`src/rtl/modulation_sequencer.sv`:
```
// Sample-index and segment sequencer feeding the modulation multiplier.
// Optional GPIO-triggered switching is built when MODULATION_SEQUENCER_GPIO_EN is defined.
//
// state   | meaning
// IDLE    | nothing playing since reset, STOP high
// RUN     | active segment advancing on divided TICK
// PENDING | switch armed (wrap or GPIO), active segment keeps running
// DONE    | loops exhausted, STOP high, index held
module modulation_sequencer #(
    parameter int IDX_WIDTH = 15,
    parameter int DIV_WIDTH = 16,
    parameter int REP_WIDTH = 16
) (
    input  logic                 CLK,
    input  logic                 RST,
    input  logic                 TICK,
    input  logic [IDX_WIDTH-1:0] CYCLE_0,
    input  logic [IDX_WIDTH-1:0] CYCLE_1,
    input  logic [DIV_WIDTH-1:0] FREQ_DIV_0,
    input  logic [DIV_WIDTH-1:0] FREQ_DIV_1,
    input  logic                 REQ_VALID,
    input  logic                 REQ_SEGMENT,
    input  logic [1:0]           REQ_MODE,
    input  logic [REP_WIDTH-1:0] REQ_REP,
    output logic                 REQ_READY,
    output logic                 REQ_ERR,
    input  logic                 GPIO_IN,
    output logic [IDX_WIDTH-1:0] IDX_0,
    output logic [IDX_WIDTH-1:0] IDX_1,
    output logic                 SEGMENT,
    output logic                 STOP
);

    typedef enum logic [1:0] {IDLE, RUN, PENDING, DONE} state_t;

    localparam logic [1:0] MODE_IMM  = 2'd0;
    localparam logic [1:0] MODE_SYNC = 2'd1;
    localparam logic [1:0] MODE_GPIO = 2'd2;

    state_t               state;
    logic [DIV_WIDTH-1:0] div_0, div_1;
    logic [REP_WIDTH-1:0] loop_cnt;
    logic                 pend_seg, pend_gpio;
    logic [REP_WIDTH-1:0] pend_rep;
    logic                 gpio_edge;

    logic [IDX_WIDTH-1:0] act_idx, act_cycle;
    logic [DIV_WIDTH-1:0] act_div, act_fdiv, div_max;
    logic                 running, adv, wrap_evt, accept, mode_ok;
    logic                 apply_now, arm, pend_fire, apply;
    logic                 tgt_seg;
    logic [REP_WIDTH-1:0] tgt_rep;

`ifdef MODULATION_SEQUENCER_GPIO_EN
    logic gpio_s1, gpio_s2, gpio_prev;

    always_ff @(posedge CLK) begin
        if (RST) begin
            gpio_s1   <= 1'b0;
            gpio_s2   <= 1'b0;
            gpio_prev <= 1'b0;
        end else begin
            gpio_s1   <= GPIO_IN;
            gpio_s2   <= gpio_s1;
            gpio_prev <= gpio_s2;
        end
    end

    assign gpio_edge = gpio_s2 & ~gpio_prev;
    assign mode_ok   = (REQ_MODE != 2'd3);
`else
    logic unused_gpio;
    assign unused_gpio = GPIO_IN;
    assign gpio_edge   = 1'b0;
    assign mode_ok     = (REQ_MODE == MODE_IMM) || (REQ_MODE == MODE_SYNC);
`endif

    always_comb begin
        act_idx   = SEGMENT ? IDX_1 : IDX_0;
        act_cycle = SEGMENT ? CYCLE_1 : CYCLE_0;
        act_div   = SEGMENT ? div_1 : div_0;
        act_fdiv  = SEGMENT ? FREQ_DIV_1 : FREQ_DIV_0;
        div_max   = (act_fdiv == '0) ? '0 : act_fdiv - DIV_WIDTH'(1);
        running   = ((state == RUN) || (state == PENDING)) && !STOP;
        // >= so a divider lowered live terminates instead of rolling over
        adv       = running && TICK && (act_div >= div_max);
        wrap_evt  = adv && (act_idx >= act_cycle);
        accept    = REQ_VALID && REQ_READY;
        apply_now = accept && mode_ok &&
                    ((REQ_MODE == MODE_IMM) ||
                     ((REQ_MODE == MODE_SYNC) && ((state != RUN) || wrap_evt)));
        arm       = accept && mode_ok && !apply_now;
        pend_fire = (state == PENDING) && (pend_gpio ? gpio_edge : wrap_evt);
        apply     = apply_now || pend_fire;
        tgt_seg   = apply_now ? REQ_SEGMENT : pend_seg;
        tgt_rep   = apply_now ? REQ_REP : pend_rep;
    end

    always_ff @(posedge CLK) begin
        if (RST) begin
            state     <= IDLE;
            IDX_0     <= '0;
            IDX_1     <= '0;
            div_0     <= '0;
            div_1     <= '0;
            loop_cnt  <= '0;
            SEGMENT   <= 1'b0;
            STOP      <= 1'b1;
            REQ_READY <= 1'b1;
            REQ_ERR   <= 1'b0;
            pend_seg  <= 1'b0;
            pend_gpio <= 1'b0;
            pend_rep  <= '0;
        end else begin
            REQ_ERR <= accept && !mode_ok;
            if (apply) begin
                SEGMENT <= tgt_seg;
                if (tgt_seg) begin
                    IDX_1 <= '0;
                    div_1 <= '0;
                end else begin
                    IDX_0 <= '0;
                    div_0 <= '0;
                end
                loop_cnt  <= tgt_rep;
                STOP      <= 1'b0;
                state     <= RUN;
                REQ_READY <= 1'b1;
            end else begin
                if (running && TICK) begin
                    if (adv) begin
                        if (SEGMENT) div_1 <= '0;
                        else         div_0 <= '0;
                        if (!wrap_evt) begin
                            if (SEGMENT) IDX_1 <= IDX_1 + IDX_WIDTH'(1);
                            else         IDX_0 <= IDX_0 + IDX_WIDTH'(1);
                        end else if (&loop_cnt) begin
                            if (SEGMENT) IDX_1 <= '0;
                            else         IDX_0 <= '0;
                        end else if (loop_cnt == '0) begin
                            // a pending GPIO switch outlives the stop, so stay PENDING
                            STOP <= 1'b1;
                            if (state == RUN) state <= DONE;
                        end else begin
                            if (SEGMENT) IDX_1 <= '0;
                            else         IDX_0 <= '0;
                            loop_cnt <= loop_cnt - REP_WIDTH'(1);
                        end
                    end else begin
                        if (SEGMENT) div_1 <= div_1 + DIV_WIDTH'(1);
                        else         div_0 <= div_0 + DIV_WIDTH'(1);
                    end
                end
                if (arm) begin
                    state     <= PENDING;
                    REQ_READY <= 1'b0;
                    pend_seg  <= REQ_SEGMENT;
                    pend_gpio <= (REQ_MODE == MODE_GPIO);
                    pend_rep  <= REQ_REP;
                end
            end
        end
    end

endmodule
```
`config.mk`:
```
export PLATFORM = sky130hd
export DESIGN_NAME = modulation_sequencer
export DESIGN_NICKNAME = d
export VERILOG_FILES = /design/src/rtl/modulation_sequencer.sv
export SDC_FILE = /design/constraint.sdc
export NUM_CORES = 1
export LEC_CHECK = 0
export CAP_MARGIN = 20
export CORE_UTILIZATION = 50
export CTS_CLUSTER_SIZE = 8
export DETAILED_ROUTE_END_ITERATION = 12
export HOLD_SLACK_MARGIN = 0.08
export PLACE_DENSITY = 0.85
export SYNTH_ARGS = -nofsm -noshare
export SYNTH_HDL_FRONTEND = slang
export SYNTH_SLANG_ARGS = --single-unit
```
`constraint.sdc`:
```
create_clock -name CLK -period 14.1 [get_ports CLK]
set_clock_uncertainty 0.15 [all_clocks]
set_input_delay 2.115 -clock CLK [delete_from_list [all_inputs] [get_ports CLK]]
set_output_delay 2.115 -clock CLK [all_outputs]
set_load 0.1 [all_outputs]
```
== Word level (Yosys, flattened, before mapping) ==
Index checks and enable logic that the tools add are counted.
Storage, ports and cells
  register bits after elaboration: 102
  output and inout bits: 34
  logic and storage cells: 144
Cells by class
  bitwise operators: 1
  magnitude comparators: 2
  equality and inequality tests: 14
  reduce and logical (&&, ||, !) cells: 49
  add/sub/neg operators: 6
  mux-type cells: 58
Operator list (count)
  two-way mux 16 bit: 22
  two-way mux 15 bit: 20
  adder 16 x 1 -> 16 bit, second input constant: 2
  zero test 16 bit: 2
  subtractor 16 x 1 -> 16 bit, second input constant: 2
  adder 15 x 1 -> 15 bit, second input constant: 2
  AND reduction 5 bit: 4
  nonzero test 2 bit: 10
  nonzero test 3 bit: 6
  >= comparator 16 bit: 1
  AND reduction 16 bit: 1
  >= comparator 15 bit: 1
  two-way mux 2 bit: 7
  AND reduction 6 bit: 2
  logical AND 1 bit: 11
  two-way mux 1 bit: 9
  inequality test 2 bit, second input constant: 4
  inequality test 2 x 1 -> 1 bit, second input constant: 3
  AND reduction 3 bit: 2
  logical OR 1 bit: 5
  equality test 2 x 1 -> 1 bit, second input constant: 2
  equality test 2 bit, second input constant: 2
  inequality test 4 bit, second input constant: 1
  zero test 1 bit: 3
  other kinds (6): 6

== Depth between registers and ports, before layout ==
Gate-level depths: netlist (run 1).
  word-level depth: 14
  gate-level depth with buffers: 24

== Worst setup path after synthesis (run 1) ==
Ideal clock, no wire load.
  path kind: input -> register
  start point: input FREQ_DIV_1[0]
  end point: register IDX_1[12]
  arrival: 6392 ps
  slack: 7469 ps
  stages on the path: 21
  cell sequence: mux2i_1 > nand3_1 > nor3_1 > nand2_1 > or2_2 > nor3b_1 > xnor2_1 > nand2_1 > ha_1 > a21o_1 > a21o_1 > a2111oi_0 > and3_1 > buf_2 > or3_1 > buf_2 > and2_0 > and3_1 > clkbuf_1 > a21oi_1 > a311oi_2
On the way
  longest elaborated chain between the ends: 13
RTL lines
  start, declared: line 20  | input logic [DIV_WIDTH-1:0] FREQ_DIV_1,
  two-way mux 16 bit *: line 82  | act_fdiv = SEGMENT ? FREQ_DIV_1 : FREQ_DIV_0;
  subtractor 16 x 1 -> 16 bit or zero test 16 bit (tied branches): line 83  | div_max = (act_fdiv == '0) ? '0 : act_fdiv - DIV_WIDTH'(1);
  two-way mux 16 bit *: line 83
  >= comparator 16 bit *: line 86  | adv = running && TICK && (act_div >= div_max);
  logical AND 1 bit *: line 86
  logical AND 1 bit: line 87  | wrap_evt = adv && (act_idx >= act_cycle);
  logical OR 1 bit: line 91  | ((REQ_MODE == MODE_SYNC) && ((state != RUN) || wrap_evt)));
  logical AND 1 bit: line 91
  logical OR 1 bit: line 90  | ((REQ_MODE == MODE_IMM) ||
  logical AND 1 bit: line 89  | apply_now = accept && mode_ok &&
  two-way mux 1 bit or logical OR 1 bit (tied branches): line 95, 94
  inequality test 2 x 1 -> 1 bit (no source line) (tied with other cells)
  AND reduction 5 bit (no source line)
  end signal, assigned: line 135  | if (SEGMENT) IDX_1 <= IDX_1 + IDX_WIDTH'(1);
  end, declared: line 29  | output logic [IDX_WIDTH-1:0] IDX_1,
Mark *: on every way between the ends. The rest lies on a longest branch, timed or not. The select of a mux whose other input is x is not followed.
A chain may end at the register's enable or synchronous reset.

== Final worst setup path (run 1) ==
  start point: input FREQ_DIV_1[0]
  end point: register IDX_1[14]
The elaborated chain is that of the path after synthesis.

==> results of run 1 <==
critical path: cells and delay by family:
family                   cells  cell delay, ns
adder cells (fa/ha/maj)      1            0.31
XOR/XNOR                     1            0.15
buffers and inverters        1            0.41
AND/OR/NAND/NOR             10            3.49
AO/OA/AOI/OAI                5            1.31
multiplexers                 1            0.31
path summary, 6_finish.rpt:
check | startpoint | endpoint | slack, ns
min reg2reg | pend_rep[3]$_SDFFE_PP0P_ | pend_rep[3]$_SDFFE_PP0P_ | 0.30
min | pend_rep[3]$_SDFFE_PP0P_ | pend_rep[3]$_SDFFE_PP0P_ | 0.30
max | FREQ_DIV_1[0] | IDX_1[14]$_SDFFE_PP0P_ | 6.13
max reg2reg | SEGMENT$_SDFFE_PP0N_ | IDX_1[14]$_SDFFE_PP0P_ | 7.35
cell families after synthesis:
family / after synthesis / share of synthesized area, %
and+or+nand+nor: 326 / 24.72
adders and majority gates: 42 / 7.497
buffers and inverters: 54 / 3.284
xor gates and xnor gates: 43 / 5.373
muxes: 79 / 11.92
DFF: 102 / 29.13
AOI/OAI and AO/OA: 192 / 18.07
cells in the final DEF (no fill, tap or decap), drive strengths merged, types with 3 or more instances in the layout:
master and instances:
a211oi 11, a21boi 3, a21o 5, a21oi 84, a311oi 14, and2 8
and3 33, buf 7, clkbuf 10, clkdlybuf4s50 117, dfxtp 102, ha 42
inv 14, mux2 36, mux2i 43, nand2 79, nand2b 21, nand3 23
nand3b 9, nand4 18, nor2 68, nor3 26, nor3b 6, nor4 5
o211ai 8, o21ai 45, o31ai 8, or3 13, or4 6, xnor2 34
xor2 9
sequential cells by signal, summed over array words and instances (netlist names):
name,cells
IDX_1,15
div_1,16
STOP,1
loop_cnt,16
pend_seg,1
SEGMENT,1
state,2
REQ_READY,1
pend_rep,16
pend_gpio,1
IDX_0,15
div_0,16
REQ_ERR,1
stage by stage:
stage	hold WS (ns)	std cells	setup slack [ns]	util (%)
global placement	0.2893	1096	5.868	61.50
detailed placement	0.2958	1096	5.789	61.50
CTS	0.3048	1112	6.143	63.79
global route	0.3223	1112	5.556	63.79
floorplan	0.2812	838	7.469	-
finish	0.3041	1112	6.125	63.79
cell type report:
cell class	instances	area, um^2	area share [%]
inverter	12	45.04	0.5249
clock inverter	6	68.82	0.8019
tap	176	220.2	2.566
multi-input combinational	682	4742	55.26
sequential	102	2046	23.84
timing repair buffer	124	1221	14.23
clock buffer	10	239.0	2.785
power groups by stage:
stage | Sequential [W] | Combinational (W) | Clock [W]
floorplan | 0.000310 | 0.0000744 | 0
global placement | 0.000305 | 0.000119 | 0
detailed placement | 0.000305 | 0.000122 | 0
CTS | 0.000298 | 0.000122 | 0.000259
global route | 0.000299 | 0.000134 | 0.000274
finish | 0.000299 | 0.000122 | 0.000258
metal layers:
layer,up-vias,GRT usage (%),wire (um)
met3,33,2.594,870
met5,-,0,0
met2,207,38.61,7929
met1,3073,32.21,8052
li1,3264,-,-
met4,0,9.105,372
==> report_table.html, run 1 <==
<table>
<tr><th>Metric</th><th>Value</th></tr>
<tr><th colspan="2">Timing</th></tr>
<tr><td>Time the final worst path needs with I/O delays and setup</td><td>7.975 ns</td></tr>
<tr><td>Worst slew slack as a fraction of its limit</td><td>31.48%</td></tr>
<tr><td>Setup repair after global routing missed its margin</td><td>no</td></tr>
<tr><td>Number of failing setup endpoints in the final timing report</td><td>0</td></tr>
<tr><td>Count of final hold-check violations</td><td>0</td></tr>
<tr><td>Final critical-path share of the clock period</td><td>56.56%</td></tr>
<tr><td>Maximum clock rate</td><td>125.4 MHz</td></tr>
<tr><td>Max-slew violations</td><td>0</td></tr>
<tr><td>Least-Margin Pin Slew</td><td>1.023 ns</td></tr>
<tr><td>Final setup TNS</td><td>0 ns</td></tr>
<tr><th colspan="2">Place</th></tr>
<tr><td>Cell area after placement</td><td>0.008274 mm^2</td></tr>
<tr><td>Number of buffers inserted by port buffering</td><td>118</td></tr>
<tr><td>Final HPWL DP</td><td>12470 um</td></tr>
<tr><td>Weighted congestion reported at the end of routability-driven placement</td><td>0.8671</td></tr>
<tr><th colspan="2">Run status</th></tr>
<tr><td>Status</td><td>completed</td></tr>
<tr><th colspan="2">Drt</th></tr>
<tr><td>DRT Pass-1 Iters</td><td>5</td></tr>
<tr><td>DR vias/cell</td><td>5.915</td></tr>
<tr><td>Initial detailed-routing violation count</td><td>463</td></tr>
<tr><td>Drt drc</td><td>0</td></tr>
<tr><td>Post-route antenna net violation count</td><td>0</td></tr>
<tr><td>Average wire per cell in the routed design</td><td>15.49 um</td></tr>
<tr><td>Detailed Route WL</td><td>17220 um</td></tr>
<tr><td>Total number of vias</td><td>6577</td></tr>
<tr><th colspan="2">Critical path</th></tr>
<tr><td>Required time worst endpoint</td><td>14.22 ns</td></tr>
<tr><td>Cells on worst reg2reg path</td><td>18</td></tr>
<tr><td>Critical-path cell with the highest stage delay</td><td>and2_0</td></tr>
<tr><td>Start-to-end type of the worst setup path</td><td>primary input to flip-flop</td></tr>
<tr><td>Critical Path, Cell by Cell</td><td>clkdlybuf4s50_1 &gt; mux2i_1 &gt; nand3_1 &gt; nor3_1 &gt; nand2_1 &gt; or2_2 &gt; nor3b_1 &gt; xnor2_1 &gt; nand2_1 &gt; ha_1 &gt; a21o_1 &gt; a21o_1 &gt; a2111oi_0 &gt; and3_1 &gt; or3_1 &gt; and2_0 &gt; and3_1 &gt; a41oi_1 &gt; a311oi_2</td></tr>
<tr><td>Slowest Stage Delay on Critical Path</td><td>0.74 ns</td></tr>
<tr><td>CP startpoint kind</td><td>primary input</td></tr>
<tr><td>Data arrival time of the critical path</td><td>8.09 ns</td></tr>
<tr><td>Max Fanout on Critical Path</td><td>17</td></tr>
<tr><td>Endpoint type of the worst setup path</td><td>flip-flop</td></tr>
<tr><th colspan="2">Yosys</th></tr>
<tr><td>Largest cells by area after synthesis</td><td>dfxtp_1 (29%), ha_1 (7.5%), mux2i_1 (6.1%), a21oi_1 (6.0%), mux2_2 (5.8%)</td></tr>
<tr><td>Post-synthesis area per instance</td><td>8.364 um^2</td></tr>
<tr><td>Post-Synthesis Net Count</td><td>966</td></tr>
<tr><td>EDFF count, synth</td><td>0</td></tr>
<tr><td>List of most frequent post-synthesis cells</td><td>dfxtp_1 (102), a21oi_1 (84), nand2_1 (79), nor2_1 (66)</td></tr>
<tr><td>Most area-hungry cell type in the Yosys netlist</td><td>dfxtp_1</td></tr>
<tr><td>Top-area cell type share of the netlist area</td><td>29.13%</td></tr>
<tr><td>Netlist area before placement</td><td>0.007009 mm^2</td></tr>
<tr><td>Synth warnings</td><td>0</td></tr>
<tr><td>Sequential element share of the synthesized area</td><td>29.13%</td></tr>
<tr><td>Unique cell type count in the Yosys netlist</td><td>68</td></tr>
<tr><td>Synthesis-stage register bit count</td><td>102</td></tr>
<tr><td>Proportion of synthesized flip-flops having asynchronous set or reset</td><td>0%</td></tr>
<tr><td>Synth Instances</td><td>838</td></tr>
<tr><td>Top FF cell, synth</td><td>dfxtp_1</td></tr>
<tr><td>Most repeated cell in the gate-level netlist after synthesis</td><td>dfxtp_1</td></tr>
<tr><th colspan="2">Clocking</th></tr>
<tr><td>Clk sink count</td><td>102</td></tr>
<tr><td>Number of H-tree levels</td><td>3</td></tr>
<tr><td>Hold-fix buffers, CTS</td><td>0</td></tr>
<tr><td>CTS tree</td><td>built</td></tr>
<tr><td>Post-cts resize count</td><td>0</td></tr>
<tr><td>Clock latency of the later-clocked register in the worst-skew pair</td><td>0.36 ns</td></tr>
<tr><td>CTS Buffer Depth</td><td>2</td></tr>
<tr><td>CTS buffer count</td><td>9</td></tr>
<tr><td>Worst-path clk slew</td><td>0.07 ns</td></tr>
<tr><td>Clock root buffer master</td><td>clkbuf_16</td></tr>
<tr><td>Postcts setup bufs</td><td>0</td></tr>
<tr><th colspan="2">Pwr</th></tr>
<tr><td>Gate power share</td><td>18.0%</td></tr>
<tr><td>Sw Share</td><td>27.31%</td></tr>
<tr><td>Power Density</td><td>79.05 mW/mm^2</td></tr>
<tr><td>Internal power</td><td>0.0004932 W</td></tr>
<tr><td>P_leak</td><td>3.156 nW</td></tr>
<tr><td>Post-route total power</td><td>0.0006784 W</td></tr>
<tr><td>Worst supply voltage drop on vdd</td><td>0.06371 mV</td></tr>
<tr><td>Net switching power</td><td>0.0001853 W</td></tr>
<tr><td>Sequential power share</td><td>44.0%</td></tr>
<tr><td>Clk network pwr share</td><td>38.0%</td></tr>
<tr><th colspan="2">Hold path</th></tr>
<tr><td>Worst hold-check path type</td><td>flip-flop to flip-flop</td></tr>
<tr><td>Hold Crit Depth</td><td>2</td></tr>
<tr><th colspan="2">Global routing</th></tr>
<tr><td>GR Util All Layers</td><td>23.74%</td></tr>
<tr><td>Antenna violations before repair</td><td>0</td></tr>
<tr><td>GRT Residual Overflow</td><td>0</td></tr>
<tr><td>First-pass GRT wire length</td><td>27970 um</td></tr>
<tr><td>Vias in the first global route</td><td>5931</td></tr>
<tr><td>Largest net degree at the start of global routing</td><td>74</td></tr>
<tr><th colspan="2">Finish</th></tr>
<tr><td>Finished Cell Area</td><td>0.008582 mm^2</td></tr>
<tr><td>Layout cells sized above 1</td><td>9.615%</td></tr>
<tr><td>Number of nets in the finished design</td><td>1059</td></tr>
<tr><td>Filler instances</td><td>1163</td></tr>
<tr><td>Number of antenna diodes</td><td>0</td></tr>
<tr><td>Area Growth Syn to Fin</td><td>22.44%</td></tr>
<tr><th colspan="2">Floorplan</th></tr>
<tr><td>Floorplan die height</td><td>120.4 um</td></tr>
<tr><td>Site Rows</td><td>42</td></tr>
<tr><td>Overall die width</td><td>120.4 um</td></tr>
<tr><td>Core box area</td><td>0.01345 mm^2</td></tr>
<tr><td>Starting Density</td><td>52.10%</td></tr>
<tr><td>Number of top-level pins</td><td>120</td></tr>
<tr><td>Die area</td><td>0.01450 mm^2</td></tr>
<tr><th colspan="2">Run</th></tr>
<tr><td>Max Cap Violations</td><td>0</td></tr>
</table>
(Power assumes the default switching activity.)
==> run 2: changes to the inputs <==
==> constraint.sdc (replaced) <==
create_clock -name CLK -period 8.2 [get_ports CLK]
set_clock_uncertainty 0.15 [all_clocks]
set_input_delay 1.23 -clock CLK [delete_from_list [all_inputs] [get_ports CLK]]
set_output_delay 1.23 -clock CLK [all_outputs]
set_load 0.1 [all_outputs]
==> run 2 against run 1 <==
Design area about the same. Largest cell class unchanged. Total power grew 69%. Routed wire length fell by 1.2%. Global-route usage is essentially flat. Sequential power increased by 73%.
==> report_table.html, run 2 (synthesized netlist as in run 1, its figures left out) <==
<table>
<tr><th>Metric</th><th>Value</th></tr>
<tr><th colspan="2">Clocking</th></tr>
<tr><td>CTS tree</td><td>built</td></tr>
<tr><td>Postcts setup bufs</td><td>0 (unchanged)</td></tr>
<tr><td>Hold-fix buffers, CTS</td><td>0 (unchanged)</td></tr>
<tr><td>CTS Buffer Depth</td><td>2 (unchanged)</td></tr>
<tr><td>Clock latency of the later-clocked register in the worst-skew pair</td><td>0.36 ns (about the same)</td></tr>
<tr><td>Number of H-tree levels</td><td>3 (unchanged)</td></tr>
<tr><td>Worst-path clk slew</td><td>0.07 ns (about the same)</td></tr>
<tr><td>CTS buffer count</td><td>9 (unchanged)</td></tr>
<tr><td>Clk sink count</td><td>102 (unchanged)</td></tr>
<tr><td>Clock root buffer master</td><td>clkbuf_16</td></tr>
<tr><td>Post-cts resize count</td><td>0 (unchanged)</td></tr>
<tr><th colspan="2">Timing</th></tr>
<tr><td>Setup repair after global routing missed its margin</td><td>no</td></tr>
<tr><td>Number of failing setup endpoints in the final timing report</td><td>0 (unchanged)</td></tr>
<tr><td>Count of final hold-check violations</td><td>0 (unchanged)</td></tr>
<tr><td>Maximum clock rate</td><td>145.9 MHz</td></tr>
<tr><td>Time the final worst path needs with I/O delays and setup</td><td>6.854 ns</td></tr>
<tr><td>Final critical-path share of the clock period</td><td>83.58%</td></tr>
<tr><td>Max-slew violations</td><td>0 (unchanged)</td></tr>
<tr><td>Least-Margin Pin Slew</td><td>1.013 ns (-0.01007 ns)</td></tr>
<tr><td>Final setup TNS</td><td>0 ns (unchanged)</td></tr>
<tr><td>Worst slew slack as a fraction of its limit</td><td>32.24% (+0.76 points)</td></tr>
<tr><th colspan="2">Global routing</th></tr>
<tr><td>First-pass GRT wire length</td><td>27930 um (-0.15%)</td></tr>
<tr><td>Global-route met1 utilization</td><td>32.56% (+0.35 points)</td></tr>
<tr><td>GRT busiest layer</td><td>met2</td></tr>
<tr><td>Vias in the first global route</td><td>5872 (-0.99%)</td></tr>
<tr><td>Met2 capacity usage during global routing</td><td>37.93% (-0.68 points)</td></tr>
<tr><td>Met3 routing resource usage after global routing</td><td>2.925% (+0.33 points)</td></tr>
<tr><td>Antenna violations before repair</td><td>0 (unchanged)</td></tr>
<tr><td>GRT Residual Overflow</td><td>0 (unchanged)</td></tr>
<tr><td>Largest net degree at the start of global routing</td><td>71 (-4.1%)</td></tr>
<tr><td>GR Util All Layers</td><td>23.75% (about the same)</td></tr>
<tr><th colspan="2">Floorplan</th></tr>
<tr><td>Floorplan die height</td><td>120.4 um (unchanged)</td></tr>
<tr><td>Core box area</td><td>0.01345 mm^2 (unchanged)</td></tr>
<tr><td>Die area</td><td>0.01450 mm^2 (unchanged)</td></tr>
<tr><td>Site Rows</td><td>42 (unchanged)</td></tr>
<tr><td>Overall die width</td><td>120.4 um (unchanged)</td></tr>
<tr><td>Number of top-level pins</td><td>120 (unchanged)</td></tr>
<tr><td>Starting Density</td><td>52.10% (unchanged)</td></tr>
<tr><th colspan="2">Place</th></tr>
<tr><td>Number of buffers inserted by port buffering</td><td>118 (unchanged)</td></tr>
<tr><td>Weighted congestion reported at the end of routability-driven placement</td><td>0.8592 (-0.91%)</td></tr>
<tr><td>Final HPWL DP</td><td>12610 um (+1.1%)</td></tr>
<tr><th colspan="2">Pwr</th></tr>
<tr><td>Worst supply voltage drop on vdd</td><td>0.1191 mV (+87%)</td></tr>
<tr><td>Power Density</td><td>133.6 mW/mm^2 (+69%)</td></tr>
<tr><td>P_leak</td><td>3.155 nW (about the same)</td></tr>
<tr><td>Post-route total power</td><td>0.001147 W (+69%)</td></tr>
<tr><th colspan="2">Critical path</th></tr>
<tr><td>Worst setup slack for register-to-register paths</td><td>1.81 ns (-5.54 ns)</td></tr>
<tr><td>Max Fanout on Critical Path</td><td>16 (-1)</td></tr>
<tr><td>Data arrival time of the critical path</td><td>6.99 ns (-1.10 ns)</td></tr>
<tr><td>Start-to-end type of the worst setup path</td><td>primary input to flip-flop</td></tr>
<tr><td>CP startpoint kind</td><td>primary input</td></tr>
<tr><td>Worst Setup SP</td><td>FREQ_DIV_1[0]</td></tr>
<tr><td>Worst setup endpoint</td><td>div_1[7]$_SDFFE_PP0P_</td></tr>
<tr><td>Required time worst endpoint</td><td>8.33 ns (-5.89 ns)</td></tr>
<tr><td>Cells on worst reg2reg path</td><td>18 (unchanged)</td></tr>
<tr><td>Reg2Reg Launch Point</td><td>SEGMENT$_SDFFE_PP0N_</td></tr>
<tr><td>Endpoint type of the worst setup path</td><td>flip-flop</td></tr>
<tr><td>Capture instance of the worst register-to-register path</td><td>div_1[7]$_SDFFE_PP0P_</td></tr>
<tr><th colspan="2">Drt</th></tr>
<tr><td>Post-route antenna net violation count</td><td>0 (unchanged)</td></tr>
<tr><td>Detailed Route WL</td><td>17020 um (-1.2%)</td></tr>
<tr><td>Total number of vias</td><td>6558 (-0.29%)</td></tr>
<tr><td>DR vias/cell</td><td>5.887 (-0.47%)</td></tr>
<tr><td>Drt drc</td><td>0 (unchanged)</td></tr>
<tr><td>Average wire per cell in the routed design</td><td>15.28 um (-1.4%)</td></tr>
<tr><td>DRT Pass-1 Iters</td><td>6 (+1)</td></tr>
<tr><td>Initial detailed-routing violation count</td><td>528 (+14%)</td></tr>
<tr><th colspan="2">Finish</th></tr>
<tr><td>Area Growth Syn to Fin</td><td>22.46% (about the same)</td></tr>
<tr><td>Number of nets in the finished design</td><td>1061 (+0.19%)</td></tr>
<tr><td>Most common cell after layout, fill and taps aside</td><td>clkdlybuf4s50_1</td></tr>
<tr><td>FF+latch area</td><td>0.002046 mm^2 (unchanged)</td></tr>
<tr><td>Most used cells in the layout excluding fill and tap cells</td><td>clkdlybuf4s50_1 (117), dfxtp_1 (101), a21oi_1 (84)</td></tr>
<tr><td>Area used by multi-input combinational logic</td><td>0.004742 mm^2 (unchanged)</td></tr>
<tr><td>Layout cells sized above 1</td><td>9.808% (+0.19 points)</td></tr>
<tr><td>Number of antenna diodes</td><td>0 (unchanged)</td></tr>
<tr><td>Filler instances</td><td>1150 (-1.1%)</td></tr>
<tr><th colspan="2">Run</th></tr>
<tr><td>Max Cap Violations</td><td>0 (unchanged)</td></tr>
<tr><th colspan="2">Run status</th></tr>
<tr><td>Status</td><td>completed</td></tr>
<tr><th colspan="2">Hold path</th></tr>
<tr><td>Worst hold-check path type</td><td>flip-flop to flip-flop</td></tr>
</table>
[run 2: worst max-delay path, stage by stage]
cell	delay, ns
clkdlybuf4s50_1	0.41
mux2i_1	0.28
nand3_1	0.19
nor3_1	0.35
nand2_1	0.16
or2_2	0.35
nor3b_1	0.27
xnor2_1	0.15
nand2_1	0.07
ha_1	0.32
nand4_1	0.15
nor3_1	0.27
nand3b_1	0.10
and3_1	0.28
or3_1	0.52
o211ai_2	0.60
nand2_1	0.42
or4b_2	0.70
a21oi_1	0.16
[run 2: worst min-delay path by stage]
stage / start / endpoint / slack, ns / cells after the start
6_report: pend_rep[3]$_SDFFE_PP0P_ / pend_rep[3]$_SDFFE_PP0P_ / 0.30 / 2
4_1_cts: pend_rep[3]$_SDFFE_PP0P_ / pend_rep[3]$_SDFFE_PP0P_ / 0.31 / 2
3_5_place_dp: pend_rep[7]$_SDFFE_PP0P_ / pend_rep[7]$_SDFFE_PP0P_ / 0.30 / 2
3_3_place_gp: pend_rep[9]$_SDFFE_PP0P_ / pend_rep[9]$_SDFFE_PP0P_ / 0.29 / 2
5_1_grt: pend_rep[9]$_SDFFE_PP0P_ / pend_rep[9]$_SDFFE_PP0P_ / 0.33 / 2
2_1_floorplan: div_1[15]$_SDFFE_PP0P_ / div_1[15]$_SDFFE_PP0P_ / 0.28 / 1
[run 2: final cells by class]
cell class	count	share of cell area, %
Clock buffer	11	2.945
Clock inverter	5	0.4810
Inverter	12	0.5248
Multi-Input combinational cell	682	55.25
Sequential cell	102	23.83
Tap cell	176	2.566
Timing Repair Buffer	126	14.40
[run 2: layer usage]
| layer | vias to the layer above | share of wire [%] |
|---|---|---|
| met4 | 0 | 1.7 |
| met2 | 241 | 46 |
| met1 | 3021 | 46 |
| li1 | 3268 | - |
| met3 | 28 | 6.2 |
| met5 | - | 0 |
[run 2: stage by stage]
| step | std cells | hold WS (ns) | instance area [um^2] | setup WS [ns] | utilization (%) |
|---|---|---|---|---|---|
| floorplan | 838 | 0.2812 | 7009 | 2.244 | - |
| global placement | 1098 | 0.2901 | 8289 | 1.073 | 61.62 |
| finish | 1114 | 0.3042 | 8583 | 1.346 | 63.80 |
| detailed placement | 1098 | 0.2958 | 8289 | 0.9950 | 61.62 |
| global route | 1114 | 0.3292 | 8583 | 0.9253 | 63.80 |
| CTS | 1114 | 0.3054 | 8583 | 1.340 | 63.80 |
[run 2: power breakdown]
group          switching (W)  internal [W]  total (W)
sequential         0.0000132      0.000503   0.000516
clock               0.000199      0.000225   0.000424
combinational       0.000108     0.0000983   0.000206
==> edit, RTL diff (config.mk and constraints of run 2) <==
`IDX_WIDTH`: 15 -> 17.
--- a/src/rtl/modulation_sequencer.sv
+++ b/src/rtl/modulation_sequencer.sv
@@ -7,7 +7,7 @@
 // PENDING | switch armed (wrap or GPIO), active segment keeps running
 // DONE    | loops exhausted, STOP high, index held
 module modulation_sequencer #(
-    parameter int IDX_WIDTH = 15,
+    parameter int IDX_WIDTH = 17,
     parameter int DIV_WIDTH = 16,
     parameter int REP_WIDTH = 16
 ) (
Interface: changed (resized CYCLE_0, CYCLE_1, IDX_0 and IDX_1); port bits go from 120 to 128. The function was not compared with the original's and may differ.
==> edit against run 2 <==
- final cell count rose by 5.5%
- final area rose by 2.1%
- worst setup slack better by 0.21 ns
- sequential cell count is 4 higher
- critical path depth grew 1
- wire length is 8.4% higher
- area after synthesis up 2.3%
- maximum frequency is 3.1% higher
- critical path type unchanged
- power grew 0.67%
==> edit: results <==
{
  "n_fill_cell": 1146,
  "arrival_ns": 6.75,
  "ys_types": 59,
  "synth_common_cells": "106 x dfxtp_1, 105 x nand2_1, 98 x a21oi_1, 70 x nor2_1, 56 x o21ai_0",
  "drt_pre_antenna_iters": 5,
  "fin_ws_ns": 1.555,
  "grt_pass1_wl_um": 29620,
  "outcome": "complete, no violations",
  "nets": 1124,
  "num_vias": 7061,
  "io_buffer_count": 126,
  "tightest_slew_ns": 1.019,
  "wl_met1_um": 7807,
  "cp_max_fo": 12,
  "route.met2.wl_um": 8982,
  "gp_congestion": 0.8966,
  "drive_above_1_share_pct": 6.834,
  "hpwl_um": 13250,
  "peakVddDrop_uv": 88.60,
  "grt_usage_pct": 24.67,
  "synth.avg_cell_area_um2": 7.994,
  "grt_max_degree": 70,
  "ys_top_cells_by_area": "dfxtp_1 30%, ha_1 7.7%, mux2i_1 7.0%",
  "rrSetupSlack_ns": 2.01,
  "wl_met3_um": 1183,
  "synth_nets": 1031
}
edit: cell families (layout without fill, tap and decap cells):
kind of cell               Yosys count  after routing  share of synthesized area (%)
and+or+nand+nor                    347            347                          24.29
AOI/OAI and AO/OA                  220            220                          18.43
DFF                                106            106                          29.59
muxes                               77             77                          11.22
buffers and inverters               64            162                          4.031
adders and majority gates           44             44                          7.678
xor gates and xnor gates            39             39                          4.764
edit: stage by stage:
step / cell area (um^2) / total power [mW]
global route: 8763 / 1.199
floorplan: 7171 / 0.6485
finish: 8763 / 1.154
CTS: 8763 / 1.156
detailed placement: 8462 / 0.7180
global placement: 8462 / 0.7141
edit: path summary, 6_finish.rpt:
path / cells past startpoint / to / startpoint
worst min-delay path: 2 / pend_seg / pend_seg
worst max-delay path: 20 / IDX_0[12] / FREQ_DIV_1[0]
worst max register to register: 19 / IDX_0[12] / SEGMENT
worst min register to register: 2 / pend_seg / pend_seg
edit: power by group:
part	switching (mW)	internal [mW]	total, mW	leakage (nW)
combinational	0.0962	0.0864	0.183	2.16
clock	0.206	0.240	0.447	0.148
sequential	0.00684	0.518	0.525	0.855
edit: cell type report:
| class | instances | area (um^2) | share of cell area [%] |
|---|---|---|---|
| well taps | 180 | 225.2 | 2.570 |
| multi-input cells | 727 | 4765 | 54.37 |
| flip-flops and latches | 106 | 2126 | 24.26 |
| inverters | 16 | 60.06 | 0.6853 |
| repair buffers | 130 | 1286 | 14.68 |
| clock buffers | 9 | 225.2 | 2.570 |
| clock inverters | 7 | 76.32 | 0.8709 |
edit: metal layers:
layer  vias to the layer above  GRT usage (%)
li1                       3445              -
met1                      3298          31.57
met2                       277          41.49
met3                        41          3.745
met4                         0          9.568
met5                         -              0
edit: critical path, stage by stage:
cell and delay [ns]:
clkdlybuf4s50_1 0.39, mux2i_1 0.29, nand3_1 0.17, or2_2 0.36
or3_1 0.44, nor2_1 0.15, xor2_1 0.15, nand2_1 0.06
o21ai_0 0.10, nand2_1 0.08, ha_1 0.32, nand2_1 0.07
nor4_1 0.41, o2111ai_1 0.23, a31oi_1 0.36, nor2_1 0.30
a31oi_2 0.47, nor2b_1 0.71, a31oi_1 0.20, o21ba_2 0.24
